### config.mk
export PLATFORM = sky130hd
export DESIGN_NAME = crypto_seq_ctrl
export DESIGN_NICKNAME = d
export VERILOG_FILES = /design/src/rtl/crypto_isa_pkg.sv /design/src/rtl/exec_timeout_ctr.sv /design/src/rtl/crypto_seq_ctrl.sv
export SDC_FILE = /design/constraint.sdc
export NUM_CORES = 1
export LEC_CHECK = 0
export BUFFER_PORTS_ARGS = -buffer_cell sky130_fd_sc_hd__buf_2
export CORE_MARGIN = 5
export CORE_UTILIZATION = 56
export DETAILED_ROUTE_END_ITERATION = 16
export HOLD_SLACK_MARGIN = 0.06
export PLACE_DENSITY = 0.87
export SLEW_MARGIN = 20
export SYNTH_ARGS = -nofsm -noshare
export SYNTH_HDL_FRONTEND = slang
export SYNTH_SLANG_ARGS = --single-unit
### constraint.sdc
create_clock -name clk -period 5.12 [get_ports clk]
set_input_delay 0 -clock clk [delete_from_list [all_inputs] [get_ports clk]]
set_output_delay 0 -clock clk [all_outputs]
set_load 0.1 [all_outputs]
### src/rtl/crypto_isa_pkg.sv
// Shared ISA definitions for the mini crypto processor: opcodes, widths and
// sequencer state encoding.
package crypto_isa_pkg;

  localparam int INSTR_W = 8;
  localparam int ADDR_W  = 4;

  localparam logic [3:0] OP_NOP  = 4'h0;
  localparam logic [3:0] OP_LOAD = 4'h1;
  localparam logic [3:0] OP_XOR  = 4'h2;
  localparam logic [3:0] OP_ADD  = 4'h3;
  localparam logic [3:0] OP_ROTL = 4'h4;
  localparam logic [3:0] OP_SBOX = 4'h5;
  localparam logic [3:0] OP_JMP  = 4'h6;
  localparam logic [3:0] OP_JZ   = 4'h7;
  localparam logic [3:0] OP_HALT = 4'hF;

  typedef enum logic [3:0] {
    ST_IDLE   = 4'd0,
    ST_FETCH  = 4'd1,
    ST_DECODE = 4'd2,
    ST_EXEC   = 4'd3,
    ST_WAIT   = 4'd4,
    ST_WB     = 4'd5,
    ST_HALT   = 4'd6,
    ST_ERR    = 4'd7,
    ST_STEP   = 4'd8
  } seq_state_t;

  // Single-cycle ALU opcodes (NOP included: it still walks through EXEC/WB).
  function automatic logic is_alu_op(input logic [3:0] op);
    return (op <= OP_ROTL);
  endfunction

endpackage

### src/rtl/exec_timeout_ctr.sv
// Counts WAIT cycles for the S-box handshake; expired flags the cycle whose
// increment would reach TIMEOUT.
module exec_timeout_ctr #(
  parameter int TIMEOUT = 16,
  parameter int W       = 5
) (
  input  logic clk,
  input  logic reset,
  input  logic clear,
  input  logic enable,
  output logic expired
);

  logic [W-1:0] count;

  always_ff @(posedge clk or negedge reset) begin
    if (!reset) begin
      count <= '0;
    end else if (clear) begin
      count <= '0;
    end else if (enable) begin
      count <= count + 1'b1;
    end
  end

  assign expired = enable && (count == W'(TIMEOUT - 1));

endmodule

### src/rtl/crypto_seq_ctrl.sv
// Instruction sequencer: fetch/decode/execute/commit FSM driving PC, ALU and S-box.
// Optional CTRL_SINGLE_STEP_EN adds a step input and a STEP hold state after each commit.
module crypto_seq_ctrl #(
  parameter int ADDR_W       = 4,
  parameter int INSTR_W      = 8,
  parameter int EXEC_TIMEOUT = 16,
  parameter int TO_W         = 5
) (
  input  logic                       clk,
  input  logic                       reset,
  input  logic                       start,
  input  logic [INSTR_W-1:0]         instr,
  input  logic                       zero_flag,
  input  logic                       unit_done,
`ifdef CTRL_SINGLE_STEP_EN
  input  logic                       step,
`endif
  output logic                       pc_enable,
  output logic                       jump,
  output logic [ADDR_W-1:0]          jump_addr,
  output logic [3:0]                 alu_op,
  output logic [3:0]                 alu_operand,
  output logic                       alu_valid,
  output logic                       unit_start,
  output logic                       reg_we,
  output logic                       busy,
  output logic                       halted,
  output logic                       error,
  output crypto_isa_pkg::seq_state_t fsm_state
);
  import crypto_isa_pkg::*;

`ifdef CTRL_SINGLE_STEP_EN
  localparam seq_state_t COMMIT_ST = ST_STEP;
`else
  localparam seq_state_t COMMIT_ST = ST_FETCH;
`endif

  seq_state_t         state, state_nxt;
  logic [INSTR_W-1:0] ir;
  logic [3:0]         opcode, operand;
  logic               alu_valid_nxt, unit_start_nxt, reg_we_nxt;
  logic               pc_enable_nxt, jump_nxt;
  logic               ctr_clear, ctr_en, ctr_expired;

  assign opcode    = ir[INSTR_W-1 -: 4];
  assign operand   = ir[3:0];
  assign fsm_state = state;

  exec_timeout_ctr #(
    .TIMEOUT(EXEC_TIMEOUT),
    .W      (TO_W)
  ) u_timeout (
    .clk    (clk),
    .reset  (reset),
    .clear  (ctr_clear),
    .enable (ctr_en),
    .expired(ctr_expired)
  );

  // Outputs are registered, so every pulse is computed one state ahead: it is
  // decided on the transition into the state where it must be visible. JZ
  // therefore samples zero_flag on the DECODE->EXEC edge, letting the PC see
  // jump/pc_enable during EXEC and the next FETCH read the new address.
  always_comb begin
    state_nxt      = state;
    alu_valid_nxt  = 1'b0;
    unit_start_nxt = 1'b0;
    reg_we_nxt     = 1'b0;
    pc_enable_nxt  = 1'b0;
    jump_nxt       = 1'b0;
    ctr_clear      = 1'b0;
    ctr_en         = 1'b0;
    case (state)
      ST_IDLE:   if (start) state_nxt = ST_FETCH;
      ST_FETCH:  state_nxt = ST_DECODE;
      ST_DECODE: begin
        if (is_alu_op(opcode)) begin
          state_nxt     = ST_EXEC;
          alu_valid_nxt = (opcode != OP_NOP);
        end else if (opcode == OP_SBOX) begin
          state_nxt      = ST_EXEC;
          unit_start_nxt = 1'b1;
        end else if (opcode == OP_JMP) begin
          state_nxt = ST_EXEC;
          jump_nxt  = 1'b1;
        end else if (opcode == OP_JZ) begin
          state_nxt     = ST_EXEC;
          jump_nxt      = zero_flag;
          pc_enable_nxt = !zero_flag;
        end else if (opcode == OP_HALT) begin
          state_nxt = ST_HALT;
        end else begin
          state_nxt = ST_ERR;
        end
      end
      ST_EXEC: begin
        if (is_alu_op(opcode)) begin
          state_nxt     = ST_WB;
          reg_we_nxt    = (opcode != OP_NOP);
          pc_enable_nxt = 1'b1;
        end else if (opcode == OP_SBOX) begin
          state_nxt = ST_WAIT;
          ctr_clear = 1'b1;
        end else begin
          state_nxt = COMMIT_ST;
        end
      end
      ST_WAIT: begin
        if (unit_done) begin
          state_nxt     = ST_WB;
          reg_we_nxt    = 1'b1;
          pc_enable_nxt = 1'b1;
        end else begin
          ctr_en = 1'b1;
          if (ctr_expired) state_nxt = ST_ERR;
        end
      end
      ST_WB:   state_nxt = COMMIT_ST;
`ifdef CTRL_SINGLE_STEP_EN
      ST_STEP: if (step) state_nxt = ST_FETCH;
`endif
      ST_HALT: state_nxt = ST_HALT;
      ST_ERR:  state_nxt = ST_ERR;
      default: state_nxt = ST_ERR;
    endcase
  end

  always_ff @(posedge clk or negedge reset) begin
    if (!reset) begin
      state       <= ST_IDLE;
      ir          <= '0;
      pc_enable   <= 1'b0;
      jump        <= 1'b0;
      jump_addr   <= '0;
      alu_op      <= '0;
      alu_operand <= '0;
      alu_valid   <= 1'b0;
      unit_start  <= 1'b0;
      reg_we      <= 1'b0;
      busy        <= 1'b0;
      halted      <= 1'b0;
      error       <= 1'b0;
    end else begin
      state      <= state_nxt;
      alu_valid  <= alu_valid_nxt;
      unit_start <= unit_start_nxt;
      reg_we     <= reg_we_nxt;
      pc_enable  <= pc_enable_nxt;
      jump       <= jump_nxt;
      if (state == ST_FETCH) ir <= instr;
      if (state == ST_DECODE) begin
        alu_op      <= opcode;
        alu_operand <= operand;
        jump_addr   <= ADDR_W'(operand);
      end
      busy   <= (state_nxt inside {ST_FETCH, ST_DECODE, ST_EXEC, ST_WAIT, ST_WB});
      halted <= (state_nxt == ST_HALT);
      error  <= (state_nxt == ST_ERR);
    end
  end

endmodule
==> run metrics <==
Arrival @ worst endpoint 2.08 ns; vias in the first global route 1124; first-pass GRT wire length 5.33 mm; largest fanout on the critical path 4; NetSw 244 µW; Residual DRC 0; max-slew violations 0; Power Density 372 nW/µm²; first-pass iteration count of the detailed router 4; Routability Congestion 0.865; final core utilization 73.4%; Post-CTS Hold Fix Bufs 12; CP bufs+invs 0; Worst setup EP type flop; fin crit share 36.7%; status finished, final reports clean; crit-path cells ha_1 -> and3_1 -> ha_1 -> o21ba_2 -> o21ai_0 -> nand4_2 -> nor3_2 -> a21oi_2; final WL 3.19 mm; final net count 200; CP Data Required Time 5.32 ns; CP max stage delay 0.42 ns; Post-CTS Resized 0; clk_skew 0.00995 ns; relative slew slack 42.9%; Worst Max-Slew Pin Slew 0.849 ns; top sig layer met4; sum of negative setup slack 0 ns; Tmin final 1.88 ns; kind of critical path reg -> reg; routed wl met3 192 µm; slowest CP cell dfrtp_1; # setup viols final 0; Die X-Extent 61.8 µm; Syn Area/Cell 10.6 µm²; share of the synthesized area in the top cell type 55.0%; # H-tree levels 2; CP delay by family, top simple AND/OR/NAND/NOR gates; area leader, netlist dfrtp_1; flops & latches, synth 33; Flop pwr share 45.6%; clk slew on worst S/H paths 0.10 ns; post-synthesis cell count 141; largest net degree at the start of global routing 34; Antenna diodes 0; maximum vdd ir drop 0.297 mV; DRT iter0 DRCs 47; Combinational Power Share 25.6%; core area 2520 µm²; PortBufs 36; mapped cell area 1500 µm²; TritonCTS clock tree done; mean number of vias per cell 5.41; Pint 445 µW; Crit path top cell by count ha_1; met1 WL 1.22 mm; hpwl dp 2.17 mm; stages on the worst setup path 8; post-CTS setup buffer count 0; CP Launch Type flop; clk_lat worst skew 0.33 ns; filler cell count 186; Min-Delay Path Class in -> async; GRT overflow 0; Synth cell types 38; Root Driver clkbuf_4; top post-synthesis cells by area dfrtp_1 (55%), nand2_1 (6.5%), mux2_2 (4.5%); switching share of power 35.4%; IO Pins 37; layout cell share with drive strength beyond 1 30.1%; highest clock rate 533 MHz; Syn Nets 156; Layout area overhead 23.4%; row count 18; sequential element share of the synthesized area 55.0%; Bufs on Longest Clock Path 2; GRT Util Overall 19.8%; initial antenna violation count 0; max cap viols 0; Clk pwr share 28.7%; Fin. Hold Viols 0; Post-DRT Antenna Nets 0; yosys warns 0; Vias 1169; Worst Reg-to-Reg Cells 8; unrepaired setup endpoints after global routing no; Met2 Routed Length 1.74 mm; DIE HEIGHT 61.8 µm; Initial Utilization 59.5%; TritonCTS Sinks 33; total CTS buffers 5; Die ar. 3810 µm²; post-DR wirelength/cell 14.8 µm; Pleak 0.960 nW
area by class of cell:
class / instances / area (µm²) / share of cell area, %
inverter: 6 / 22.5 / 1.22
tap: 30 / 37.5 / 2.03
clock inverter: 1 / 30.0 / 1.62
clock buffer: 7 / 55.1 / 2.97
multi-input combinational: 91 / 579 / 31.3
timing repair buffer: 48 / 300 / 16.2
sequential: 33 / 826 / 44.6
power groups by stage:
stage               Clock [mW]  Sequential, mW  Combinational, mW
floorplan                    0           0.394             0.0607
global placement             0           0.317              0.165
detailed placement           0           0.319              0.169
CTS                      0.204           0.314              0.177
global route             0.217           0.320              0.187
finish                   0.198           0.314              0.177
synthesized netlist by cell type:
library cell / number
a211o_1: 1
a211oi_1: 1
a21oi_1: 3
a21oi_2: 1
a31o_1: 1
a31oi_1: 3
a32oi_1: 1
and2_1: 1
and3_1: 3
buf_2: 4
buf_4: 7
conb_1: 1
dfrtp_1: 33
ha_1: 2
inv_1: 6
mux2_2: 6
mux2i_1: 1
nand2_1: 26
nand2b_1: 1
nand3b_1: 1
nand4_1: 3
nand4_2: 1
nand4bb_1: 1
nor2_1: 12
nor2_2: 1
nor3_1: 2
nor3_2: 1
nor3_4: 1
nor4_1: 2
nor4b_4: 1
o21a_1: 1
o21ai_0: 5
o21ba_2: 1
o221ai_1: 1
o31ai_1: 1
o32ai_1: 1
xnor2_1: 1
xor2_1: 2
cell families after synthesis:
logic type / count (synthesis) / synth area share [%]
AOI/OAI and AO/OA: 21 / 9.59
xor gates and xnor gates: 3 / 1.75
adders and majority gates: 2 / 1.67
buffers and inverters: 17 / 6.34
DFF: 33 / 55.0
muxes: 7 / 5.17
other: 1 / 0.250
and+or+nand+nor: 57 / 20.2
metrics by stage:
step,power [mW],std cells,setup slack (ns),cell area [µm²],hold WS (ns)
2_1_floorplan,0.455,141,3.03,1500,-0.296
3_3_place_gp,0.483,196,3.32,1650,0.0730
3_5_place_dp,0.489,196,3.26,1650,0.0908
4_1_cts,0.696,216,3.25,1850,0.269
5_1_grt,0.724,216,3.09,1850,0.330
6_report,0.689,216,3.24,1850,0.252
metal layers:
metal	vias up	global-route usage, %
met1	567	24.1
met5	-	0
met2	30	32.7
met4	0	7.58
met3	4	6.61
li1	568	-
sequential cells by signal, summed over array words and instances (netlist names), 4 cells and up:
signal / cells
ir: 8
u_timeout.count: 5
alu_op: 4
alu_operand: 4
fsm_state: 4
final timing paths:
| kind | slack (ns) | to | startpoint |
|---|---|---|---|
| worst max-delay path | 3.24 | busy$_DFF_PN0_ | u_timeout.count[0]$_DFFE_PN0P_ |
| worst min-delay path | 0.25 | alu_op[3]$_DFFE_PN0P_ | reset |
| worst max register to register | 3.24 | busy$_DFF_PN0_ | u_timeout.count[0]$_DFFE_PN0P_ |
| worst min register to register | 0.48 | alu_operand[3]$_DFFE_PN0P_ | ir[3]$_DFFE_PN0P_ |
| max in group asynchronous | 4.41 | alu_operand[3]$_DFFE_PN0P_ | reset |
| min in group clk | 0.43 | ir[7]$_DFFE_PN0P_ | instr[7] |
layout by cell type, fill, tap and decap left out, types with 2 or more instances in the layout:
master         Yosys  final
ha_1               2      2
a21oi_1            3      3
nand4_1            3      3
buf_2              4     36
nor4_1             2      2
xor2_1             2      2
clkbuf_4           0      5
a31oi_1            3      3
mux2_2             6      6
inv_1              6      6
o21ai_0            5      5
dlygate4sd3_1      0     12
dfrtp_1           33     33
nor2_1            12     12
nand2_1           26     26
nor3_1             2      2
and3_1             3      3
Note: power is estimated with default switching activity, not from simulation.
